===== src/rtl/shift_reg_unit.sv =====
// Multicycle shifter for the MIPS datapath: one bit per clock under a
// start/busy/done handshake. Covers SLL/SRL/SRA/ROR and a plain load.
module shift_reg_unit #(
   parameter int unsigned WIDTH   = 32,
   parameter int unsigned SHAMT_W = 5
) (
   input  logic               clk,
   input  logic               reset_n,
   input  logic               start,
   input  logic [2:0]         op,
   input  logic [WIDTH-1:0]   data_in,
   input  logic [SHAMT_W-1:0] shamt,
   output logic [WIDTH-1:0]   shift_reg_output,
   output logic               busy,
   output logic               done
);

   localparam logic [2:0] OP_SLL = 3'b001;
   localparam logic [2:0] OP_SRL = 3'b010;
   localparam logic [2:0] OP_SRA = 3'b011;
   localparam logic [2:0] OP_ROR = 3'b100;

   typedef enum logic [1:0] {
      IDLE  = 2'd0,
      SHIFT = 2'd1,
      DONE  = 2'd2
   } state_t;

   state_t             state, state_nxt;
   logic [WIDTH-1:0]   data_nxt;
   logic [SHAMT_W-1:0] count, count_nxt;
   logic [2:0]         op_q, op_nxt;
   logic               is_shift_op_c;

   // Ops 101-111 are reserved and behave as a load
   assign is_shift_op_c = (op == OP_SLL) || (op == OP_SRL) ||
                          (op == OP_SRA) || (op == OP_ROR);

   // Next-state, datapath and counter update
   always_comb begin
      state_nxt = state;
      data_nxt  = shift_reg_output;
      count_nxt = count;
      op_nxt    = op_q;
      case (state)
         IDLE, DONE: begin
            if (start) begin
               data_nxt  = data_in;
               count_nxt = shamt;
               op_nxt    = op;
               if (is_shift_op_c && (shamt != SHAMT_W'(0)))
                  state_nxt = SHIFT;
               else
                  state_nxt = DONE;
            end else begin
               state_nxt = IDLE;
            end
         end
         SHIFT: begin
            case (op_q)
               OP_SLL:  data_nxt = {shift_reg_output[WIDTH-2:0], 1'b0};
               OP_SRL:  data_nxt = {1'b0, shift_reg_output[WIDTH-1:1]};
               OP_SRA:  data_nxt = {shift_reg_output[WIDTH-1], shift_reg_output[WIDTH-1:1]};
               OP_ROR:  data_nxt = {shift_reg_output[0], shift_reg_output[WIDTH-1:1]};
               default: data_nxt = shift_reg_output;
            endcase
            count_nxt = count - SHAMT_W'(1);
            if (count == SHAMT_W'(1))
               state_nxt = DONE;
         end
         default: state_nxt = IDLE;
      endcase
   end

   // State, datapath and registered status flags
   always_ff @(posedge clk or negedge reset_n) begin
      if (!reset_n) begin
         state            <= IDLE;
         shift_reg_output <= '0;
         count            <= '0;
         op_q             <= '0;
         busy             <= 1'b0;
         done             <= 1'b0;
      end else begin
         state            <= state_nxt;
         shift_reg_output <= data_nxt;
         count            <= count_nxt;
         op_q             <= op_nxt;
         busy             <= (state_nxt == SHIFT);
         done             <= (state_nxt == DONE);
      end
   end

endmodule


===== config.mk =====
export PLATFORM = sky130hd
export DESIGN_NAME = shift_reg_unit
export DESIGN_NICKNAME = d
export VERILOG_FILES = /design/src/rtl/shift_reg_unit.sv
export SDC_FILE = /design/constraint.sdc
export NUM_CORES = 1
export LEC_CHECK = 0
export BUFFER_PORTS_ARGS = -buffer_cell sky130_fd_sc_hd__clkbuf_2
export CAP_MARGIN = 10
export CORE_MARGIN = 10
export CORE_UTILIZATION = 30
export DETAILED_ROUTE_END_ITERATION = 8
export PLACE_DENSITY_LB_ADDON = 0.3
export SLEW_MARGIN = 40
export SYNTH_ARGS = -nofsm -noshare
export SYNTH_HDL_FRONTEND = slang
export SYNTH_SLANG_ARGS = --single-unit

===== constraint.sdc =====
create_clock -name clk -period 3.5 [get_ports clk]
set_clock_uncertainty 0.2 [all_clocks]
set_input_delay 0 -clock clk [delete_from_list [all_inputs] [get_ports clk]]
set_output_delay 0 -clock clk [all_outputs]
set_load 0.01 [all_outputs]

## After elaboration in Yosys (flattened, before gate mapping)

Index checks and enable logic that the tools add are counted.

| storage, ports and cells | value |
|---|---|
| word-level logic and storage cells | 46 |
| bits in writable memories | 0 |
| memories | 0 |
| output and inout bits | 34 |
| latch bits | 0 |
| bits in read-only memories | 0 |
| bits of input ports | 43 |
| bits in registers | 44 |

| cells by class | value |
|---|---|
| mux-type cells | 9 |
| shifts and indexed selects | 0 |
| bitwise operators | 0 |
| reduce and logical (&&, ||, !) cells | 12 |
| multipliers | 0 |
| add/sub/neg operators | 1 |
| div/mod/pow operators | 0 |
| equal/unequal tests | 17 |
| $lt $le $gt $ge | 0 |

Operators by type and width:

| operator | number |
|---|---|
| 32-bit one-hot mux with 4 select lines | 1 |
| 32-bit one-hot mux with 2 select lines | 1 |
| 32-bit 2-to-1 mux | 1 |
| 3-bit by 2-bit equality test with 1-bit output, second input constant | 4 |
| 5-bit one-hot mux with 2 select lines | 1 |
| 3-bit by 1-bit equality test with 1-bit output, second input constant | 2 |
| 3-bit equality test, second input constant | 2 |
| 2-bit 2-to-1 mux | 3 |
| 5-bit by 1-bit equality test with 1-bit output, second input constant | 1 |
| 5-bit 2-to-1 mux | 1 |
| 5-bit by 1-bit != test with 1-bit output, second input constant | 1 |
| 5-bit nonzero test | 1 |
| 5-bit by 1-bit subtractor with 5-bit output, second input constant | 1 |
| 2-bit by 1-bit equality test with 1-bit output, second input constant | 2 |
| 2-bit equality test, second input constant | 2 |
| 2-bit != test, second input constant | 2 |
| 4-bit by 1-bit != test with 1-bit output, second input constant | 1 |
| 2-bit one-hot mux with 2 select lines | 1 |
| 2-bit AND reduction | 2 |
| 4-bit AND reduction | 1 |
| 1-bit logical OR | 3 |
| 3-bit AND reduction | 1 |
| 2-bit logical NOT | 1 |
| 2-bit nonzero test | 1 |
| other kinds (2) | 2 |

## Logic depth before layout (Yosys ltp)

Gate-level depths: netlist (run 1).

| logic depth | value |
|---|---|
| word-level depth | 9 |
| gate-level depth with buffers | 6 |
| depth with buffers taken out | 5 |

## Least setup slack after synthesis (run 1)

OpenSTA, ideal clock, no wires.

| timing path | value |
|---|---|
| kind | flip-flop to flip-flop |
| from | register op_q[0] |
| to | register shift_reg_output[31] |
| library setup time | 125 ps |
| buffers on the path | 0 |
| arrival | 1,338 ps |
| setup slack | 1,837 ps |
| period minus slack after synthesis | 1,663 ps |
| required time | 3,175 ps |
| cell stages (with the launch flop) | 5 |
| cell sequence | dfrtp_1 nor3b_2 nor3_1 a221o_1 mux2_2 |

| between the ends | value |
|---|---|
| cells in the longest elaborated chain, start to end | 3 |
| elaborated cells between the ends (all ways) | 9 |
| those cells by class | eq/ne (6); mux (2); reduce/logical (1) |

Ends and longest elaborated chain:

| what | RTL line | text |
|---|---|---|
| start, declared | 32 | `logic [2:0] op_q, op_nxt;` |
| start signal, assigned | 88 | `op_q <= op_nxt;` |
| 3-bit equality test, or another cell as far along | 60 | `case (op_q)` |
| 32-bit one-hot mux with 4 select lines, or another cell as far along | 60 |  |
| 32-bit one-hot mux with 2 select lines / 4-bit AND reduction (equally long branches) | - |  |
| end signal, assigned | 86 | `shift_reg_output <= data_nxt;` |
| end, declared | 13 | `output logic [WIDTH-1:0] shift_reg_output,` |

Parallel ways exist; a longest one is shown, timed or not.
A chain may end at the register's enable or synchronous reset.

## Worst setup path after layout (run 1)

| timing path | value |
|---|---|
| from | register op_q[1] |
| to | register shift_reg_output[6] |

| between the ends | value |
|---|---|
| cells in the longest elaborated chain, start to end | 3 |
| elaborated cells between the ends (all ways) | 8 |
| those cells by class | eq/ne (5); mux (2); reduce/logical (1) |

Ends and longest elaborated chain:

| what | RTL line |
|---|---|
| 3-bit equality test, or another cell as far along | 60 |
| 32-bit one-hot mux with 4 select lines / 5-bit by 1-bit != test with 1-bit output (equally long branches) | - |
| 32-bit one-hot mux with 2 select lines / 3-bit AND reduction (equally long branches) | - |

Parallel ways exist; a longest one is shown, timed or not.

==> out/results.ini, run 1 <==
[synthesis]
synth_top_flop_cell = dfrtp_1
synth_nets = 329
yosysWarnings = 0
synthArstFlopShare = 1.00
netlist_area_um2 = 2440
avgSynthCellArea_um2 = 8.60
ys_seq_area_frac = 0.451
synth_cell_type_count = 36
synthCells = 284
ys_seq_elements = 44
synth_edf_count = 0

[critical_path]
crit_path_max_fanout = 31
timing.reg2reg.setup_slack_ns = 1.48
crit_required_ns = 3.45
cp-start-kind = flip-flop
endpoint_kind = flip-flop
rr_worst_depth = 4
r2r-end = shift_reg_output[6]$_DFFE_PN0P_
crit_arrival_ns = 1.97
criticalPathCategory = reg -> reg
regToRegStartpoint = op_q[1]$_DFFE_PN0P_

[drt]
first_pass_iters = 4
drt_wl_total_mm = 7.59
wl_per_cell_um = 15.4
drt-initial-drc-count = 119
vias_per_cell = 5.03
ant_nets = 0
post-route-drc-count = 0
num_vias = 2483

[floorplan]
pin_count = 77
core_area_um2 = 7810
die_area_um2 = 12100
die_w_um = 110
die_h_um = 110
rows = 32
initial_core_util = 0.313

[timing]
slew-limit-headroom = 0.500
hold_viol_final = 0
final.period_utilization = 0.577
tightest_slew_ns = 0.739
min_period_ns = 2.02
max_freq_mhz = 495
setup-tns-final_ns = 0
setup_viol = 0
rsz0062_at_grt = no
slew_violations = 0
setup_ws_ns = 1.48

[clock_tree]
cts_tree = built
cts-root-buf = clkbuf_8
postCtsSetupBuffers = 0
clk_path_buf_depth = 2
numCtsBuffers = 5
cts_max_level = 2
clock-sinks = 44
clk_latency_ns = 0.30
cts_resized = 0
path_clk_slew_ns = 0.09

[placement]
pre_cts_ws_ns = 1.52
gp_congestion = 0.780
hpwl_mm = 5.23
numPortBuffers = 76

[layout]
diodes = 0
drive_above_1_share = 0.250
nets = 436
area_growth_pct = 41.5

[flow_run]
maxCapViolCount = 0

[outcome]
status = complete, no violations

[worst_hold_path]
hold_path_end = op_q[1]$_DFFE_PN0P_
hp-class = in -> reg
worstHoldStart = start
whs_path_depth = 4

[global_routing]
grt_antenna_before_repair = 0
grt_use_total = 0.129
grt_pass1_wl_mm = 12.8
gr-total-overflow = 0
grt_max_degree = 63
grt_pass1_vias = 2560

[power]
leakagePower_nw = 1.51
power.density_nw_per_um2 = 948
irDropWorstVdd_mv = 0.352

[flip-flops by register name, indices dropped and copies added (netlist names)]
signal and count:
op_q 3, done 1, busy 1, shift_reg_output 32, count 5, state 2
[how the worst max path moves through the flow]
stage	startpoint	end	slack [ns]	cells past startpoint
floorplan	op_q[0]$_DFFE_PN0P_	shift_reg_output[31]$_DFFE_PN0P_	1.84	4
global placement	op_q[1]$_DFFE_PN0P_	shift_reg_output[16]$_DFFE_PN0P_	0.94	4
detailed placement	op_q[1]$_DFFE_PN0P_	shift_reg_output[31]$_DFFE_PN0P_	1.52	4
CTS	op_q[2]$_DFFE_PN0P_	shift_reg_output[6]$_DFFE_PN0P_	1.48	4
global route	op_q[2]$_DFFE_PN0P_	shift_reg_output[30]$_DFFE_PN0P_	1.30	4
finish	op_q[1]$_DFFE_PN0P_	shift_reg_output[6]$_DFFE_PN0P_	1.48	4
[per-layer routing]
| layer | share of wire | track usage | vias to the layer above |
|---|---|---|---|
| met5 | 0 | 0 | - |
| met4 | 0.013 | 0.0404 | 0 |
| met3 | 0.052 | 0.0267 | 6 |
| met2 | 0.48 | 0.202 | 57 |
| met1 | 0.46 | 0.175 | 1177 |
| li1 | - | - | 1243 |
[Yosys cell counts, types with 3 or more instances]
master	count	share of area
nand2_1	44	0.068
a21oi_1	4	0.0082
nor3_1	3	0.0061
o211ai_1	31	0.095
buf_2	12	0.025
or3_1	30	0.077
clkbuf_1	9	0.014
dfrtp_1	44	0.45
clkbuf_2	3	0.0061
a31oi_1	30	0.077
nor2_1	37	0.057
inv_1	3	0.0046
nor2b_1	3	0.0077
o21ai_0	4	0.0082
[layout by cell type, fill, tap and decap left out, drive strengths merged]
cell type    netlist  routed
clkbuf            12      81
nand2             44      44
dfrtp             44      44
dlygate4sd3        0      43
nor2              37      37
o211ai            31      31
or3               30      30
a31oi             30      30
buf               13       6
o21ai              5       5
a21oi              4       4
inv                3       3
nor3               3       3
nor2b              3       3
xnor2              2       2
o22ai              2       2
a22o               2       2
ha                 2       2
clkinv             0       2
nand2b             2       2
or4                1       1
nor4b              1       1
o21a               1       1
o31ai              1       1
nor3b              1       1
a2bb2oi            1       1
and3               1       1
a221o              1       1
o21bai             1       1
mux2               1       1
nand4              1       1
o221a              1       1
nand3              1       1
o221ai             1       1
a22oi              1       1
bufinv             0       1
[cell families (layout without fill, tap and decap cells)]
family,after synthesis,after routing,synth area share
AO/OA/AOI/OAI,82,82,0.237
XOR/XNOR,2,2,0.00718
adder cells (fa/ha/maj),2,2,0.0102
buffers and inverters,28,136,0.0507
flip-flops,44,44,0.451
multiplexers,1,1,0.00461
AND/OR/NAND/NOR,125,125,0.239
[worst max-delay path: stages, from the launching register on]
cell	delay, ns
dfrtp_1	0.48
nor3b_4	0.55
nor2_4	0.28
o211ai_1	0.25
a31oi_1	0.11
[timing repair]
action,in CTS,in global routing
hold buffers,43,0
hold endpoints to repair,88,0
endpoints found under the setup margin,0,0
[where the power goes]
part,total (mW),switching (mW),internal [mW]
Combinational,1.81,1.05,0.760
Sequential,1.06,0.281,0.775
Clock,0.405,0.190,0.215
[through the flow]
stage	total power, mW	hold WS [ns]	utilization	cells	area [um2]
after detailed placement	2.87	-0.0780	0.372	443	2910
final	3.27	0.0123	0.442	494	3450
after floorplan	2.30	-0.496	-	284	2440
after global placement	2.81	-0.0753	0.370	442	2890
after global routing	3.59	0.0731	0.442	494	3450
after CTS	3.33	0.00693	0.442	494	3450
[cell type report]
cell class / instances / area, um2
inverters: 3 / 11.3
flip-flops and latches: 44 / 1100
clock buffers: 5 / 68.8
well taps: 102 / 128
clock inverters: 3 / 47.5
fillers: 784 / 4350
multi-input cells: 212 / 1240
repair buffers: 125 / 860
(Power assumes the default switching activity.)
==> run 2: changes to the inputs <==
ABC_AREA = 1   (was default)
clock period = 1.9 ns   (was 3.5 ns; I/O delays follow)
==> run 2 against run 1 <==
Maximum frequency rose by 14%; area after synthesis rose by 20%; combinational power rose by 150%; first-iteration DRC count rose by 35%; final cell count rose by 43%; synthesized cell count rose by 63%; critical path depth rose by 3; clock-buffer cell count rose by 1; die area rose by 16%; largest power group unchanged.
==> out/results.ini, run 2 <==
[outcome]
status = complete, no violations

[critical_path]
r2r-end = op_q[1]$_DFFE_PN0P_
crit_required_ns = 1.89  ; -1.56 ns
crit_buf_inv = 4  ; +4
endpoint_kind = flip-flop
crit_top_cell = nand2_1
crit_arrival_ns = 1.76  ; -0.21 ns
timing.reg2reg.setup_slack_ns = 0.13  ; -1.35 ns
rr_worst_depth = 7  ; +3
cp-start-kind = flip-flop
slowest_stage = dlygate4sd3_1
criticalPathCategory = reg -> reg
path_cells = inv_2 -> nand2_1 -> buf_6 -> clkinvlp_4 -> nand2_1 -> nand2_1 -> dlygate4sd3_1
regToRegStartpoint = state[0]$_DFF_PN0_
cp_slowest_stage_delay_ns = 0.55  ; about the same
cp_top_family = buffers and inverters
crit_path_max_fanout = 7  ; -77%

[layout]
area_growth_pct = 37.2
regArea_um2 = 1100  ; unchanged
final_cell_mix = nor2_1 (126), nand2_1 (93), clkbuf_2 (76)
largest_register = shift_reg_output
final_common_cell = nor2_1
largest_register_ffs = 32  ; unchanged
multi_input_area_um2 = 1510  ; +22%
final_cells = 705  ; +43%
nets = 621  ; +42%
fillCellCount = 1021  ; +30%
largestRegisters = shift_reg_output (32), count (5), op_q (3)
drive_above_1_share = 0.188  ; -0.0625
diodes = 0  ; unchanged

[synthesis]
synth_most_common_cell = nor2_1
synth_top_area_cell = dfrtp_1
synthCells = 462  ; +63%
yosysTopAreaCellShare = 0.377  ; -0.0739
avgSynthCellArea_um2 = 6.32  ; -26%
synth_cell_type_count = 24  ; -33%
netlist_top_cells_area = dfrtp_1 (38%), nor2_1 (16%), nand2_1 (12%)
netlist_area_um2 = 2920  ; +20%
synth_top_flop_cell = dfrtp_1
ys_seq_area_frac = 0.377  ; -0.0739
synth_nets = 507  ; +54%
yosys-top-cells-count = nor2_1 (126), nand2_1 (94), nand3_1 (70), dfrtp_1 (44), inv_1 (40)
yosysWarnings = 0  ; unchanged
synth_edf_count = 0  ; unchanged
ys_seq_elements = 44  ; unchanged
synthArstFlopShare = 1.00  ; unchanged

[placement]
dp_cells = 653  ; +47%
pre_cts_ws_ns = 0.157  ; -1.36 ns
gp_congestion = 0.836  ; +7.2%
numPortBuffers = 76  ; unchanged
hpwl_mm = 6.33  ; +21%

[timing]
min_period_ns = 1.77  ; -0.245 ns
slew_violations = 0  ; unchanged
setup_ws_ns = 0.125  ; -1.35 ns
hold_viol_final = 0  ; unchanged
tightest_slew_ns = 0.634  ; -0.105 ns
max_freq_mhz = 563  ; +14%
slew-limit-headroom = 0.577  ; +0.0768
setup_viol = 0  ; unchanged
final.period_utilization = 0.934  ; +0.357

[drt]
vias_per_cell = 4.53  ; -9.8%
post-route-drc-count = 0  ; unchanged
wl_per_cell_um = 12.6  ; -18%
first_pass_iters = 4  ; unchanged
drt-initial-drc-count = 161  ; +35%
drt_wl_total_mm = 8.90  ; +17%
ant_nets = 0  ; unchanged
num_vias = 3197  ; +29%

[clock_tree]
clock-sinks = 44  ; unchanged
clk_path_buf_depth = 2  ; unchanged
path_clk_slew_ns = 0.09  ; about the same
clk_latency_ns = 0.30  ; about the same
numCtsBuffers = 5  ; unchanged
cts_max_level = 2  ; unchanged
cts-root-buf = clkbuf_8
cts_tree = built

[global_routing]
gr-total-overflow = 0  ; unchanged
grt_use_total = 0.124  ; -0.00551
grt_antenna_before_repair = 0  ; unchanged
grt_pass1_wl_mm = 15.0  ; +17%
grt_max_degree = 63  ; unchanged
grt_pass1_vias = 3078  ; +20%

[power]
power.density_nw_per_um2 = 1750  ; +85%
irDropWorstVdd_mv = 0.641  ; +82%
leakagePower_nw = 2.15  ; +43%

[floorplan]
rows = 35  ; +9.4%
die_w_um = 119  ; +7.7%
pin_count = 77  ; unchanged
die_h_um = 119  ; +7.7%
core_area_um2 = 9370  ; +20%
die_area_um2 = 14100  ; +16%
initial_core_util = 0.311  ; -0.00118

[worst_hold_path]
hp-class = in -> async

[flow_run]
maxCapViolCount = 0  ; unchanged

==> run 2: changes by cell type after synthesis, sizes merged, moves of 3 or more <==
cell / delta
buf: +15
a21oi: +26
inv: +41
o21ai: +5
clkbuf: -11
nor2: +90
or3: -30
nand3: +70
xor2: +3
nand2: +51
o211ai: -31
nor2b: -3
a31oi: -30
==> run 2: worst max-delay path by stage <==
| stage | from | cells past startpoint | endpoint | slack, ns |
|---|---|---|---|---|
| finish | state[0]$_DFF_PN0_ | 7 | op_q[1]$_DFFE_PN0P_ | 0.13 |
| global route | state[0]$_DFF_PN0_ | 7 | op_q[1]$_DFFE_PN0P_ | -0.01 |
| CTS | state[0]$_DFF_PN0_ | 7 | op_q[1]$_DFFE_PN0P_ | 0.09 |
| detailed placement | state[1]$_DFF_PN0_ | 7 | shift_reg_output[5]$_DFFE_PN0P_ | 0.16 |
| global placement | op_q[1]$_DFFE_PN0P_ | 8 | shift_reg_output[26]$_DFFE_PN0P_ | 0.21 |
| floorplan | state[0]$_DFF_PN0_ | 7 | shift_reg_output[30]$_DFFE_PN0P_ | 0.41 |
==> run 2: timing repair <==
action / in CTS / in global routing
setup buffers: 0 / 1
hold buffers: 44 / 0
hold endpoints to repair: 88 / 0
endpoints found under the setup margin: 0 / 4
gates resized for setup: 0 / 3
==> run 2: logic make-up after synthesis <==
logic type                 synth area share
AOI/OAI and AO/OA                    0.0784
buffers and inverters                 0.108
adders and majority gates           0.00857
xor gates and xnor gates            0.00900
DFF                                   0.377
and+or+nand+nor                       0.419
==> run 2: power breakdown <==
| group | leakage (nW) | internal [mW] | switching, mW |
|---|---|---|---|
| sequential | 0.507 | 1.43 | 0.479 |
| clock | 0.0410 | 0.251 | 0.323 |
| combinational | 1.60 | 1.78 | 2.74 |
| total | 2.15 | 3.46 | 3.54 |
==> run 2: per-layer routing <==
metal,global-route usage,part of all wire
met5,0,0
met3,0.0319,0.053
met4,0.0275,0.0081
met1,0.162,0.47
met2,0.200,0.46
==> run 2: final cells by class <==
| type | instances | share of cell area |
|---|---|---|
| clock buffers | 6 | 0.0181 |
| clock inverters | 1 | 0.00125 |
| inverters | 44 | 0.0422 |
| multi-input cells | 345 | 0.378 |
| flip-flops and latches | 44 | 0.275 |
| well taps | 129 | 0.0403 |
| repair buffers | 136 | 0.245 |
==> run 2: through the flow <==
step / TNS, ns / util / hold WS, ns / power (mW) / cell area, um2
detailed placement: 0 / 0.370 / -0.155 / 6.36 / 3460
global placement: 0 / 0.370 / -0.158 / 6.28 / 3460
global route: -0.0110 / 0.427 / 0.0865 / 7.82 / 4000
finish: 0 / 0.427 / 0.0446 / 7.00 / 4000
floorplan: 0 / - / -0.496 / 5.04 / 2920
CTS: 0 / 0.425 / 0.0525 / 7.06 / 3980
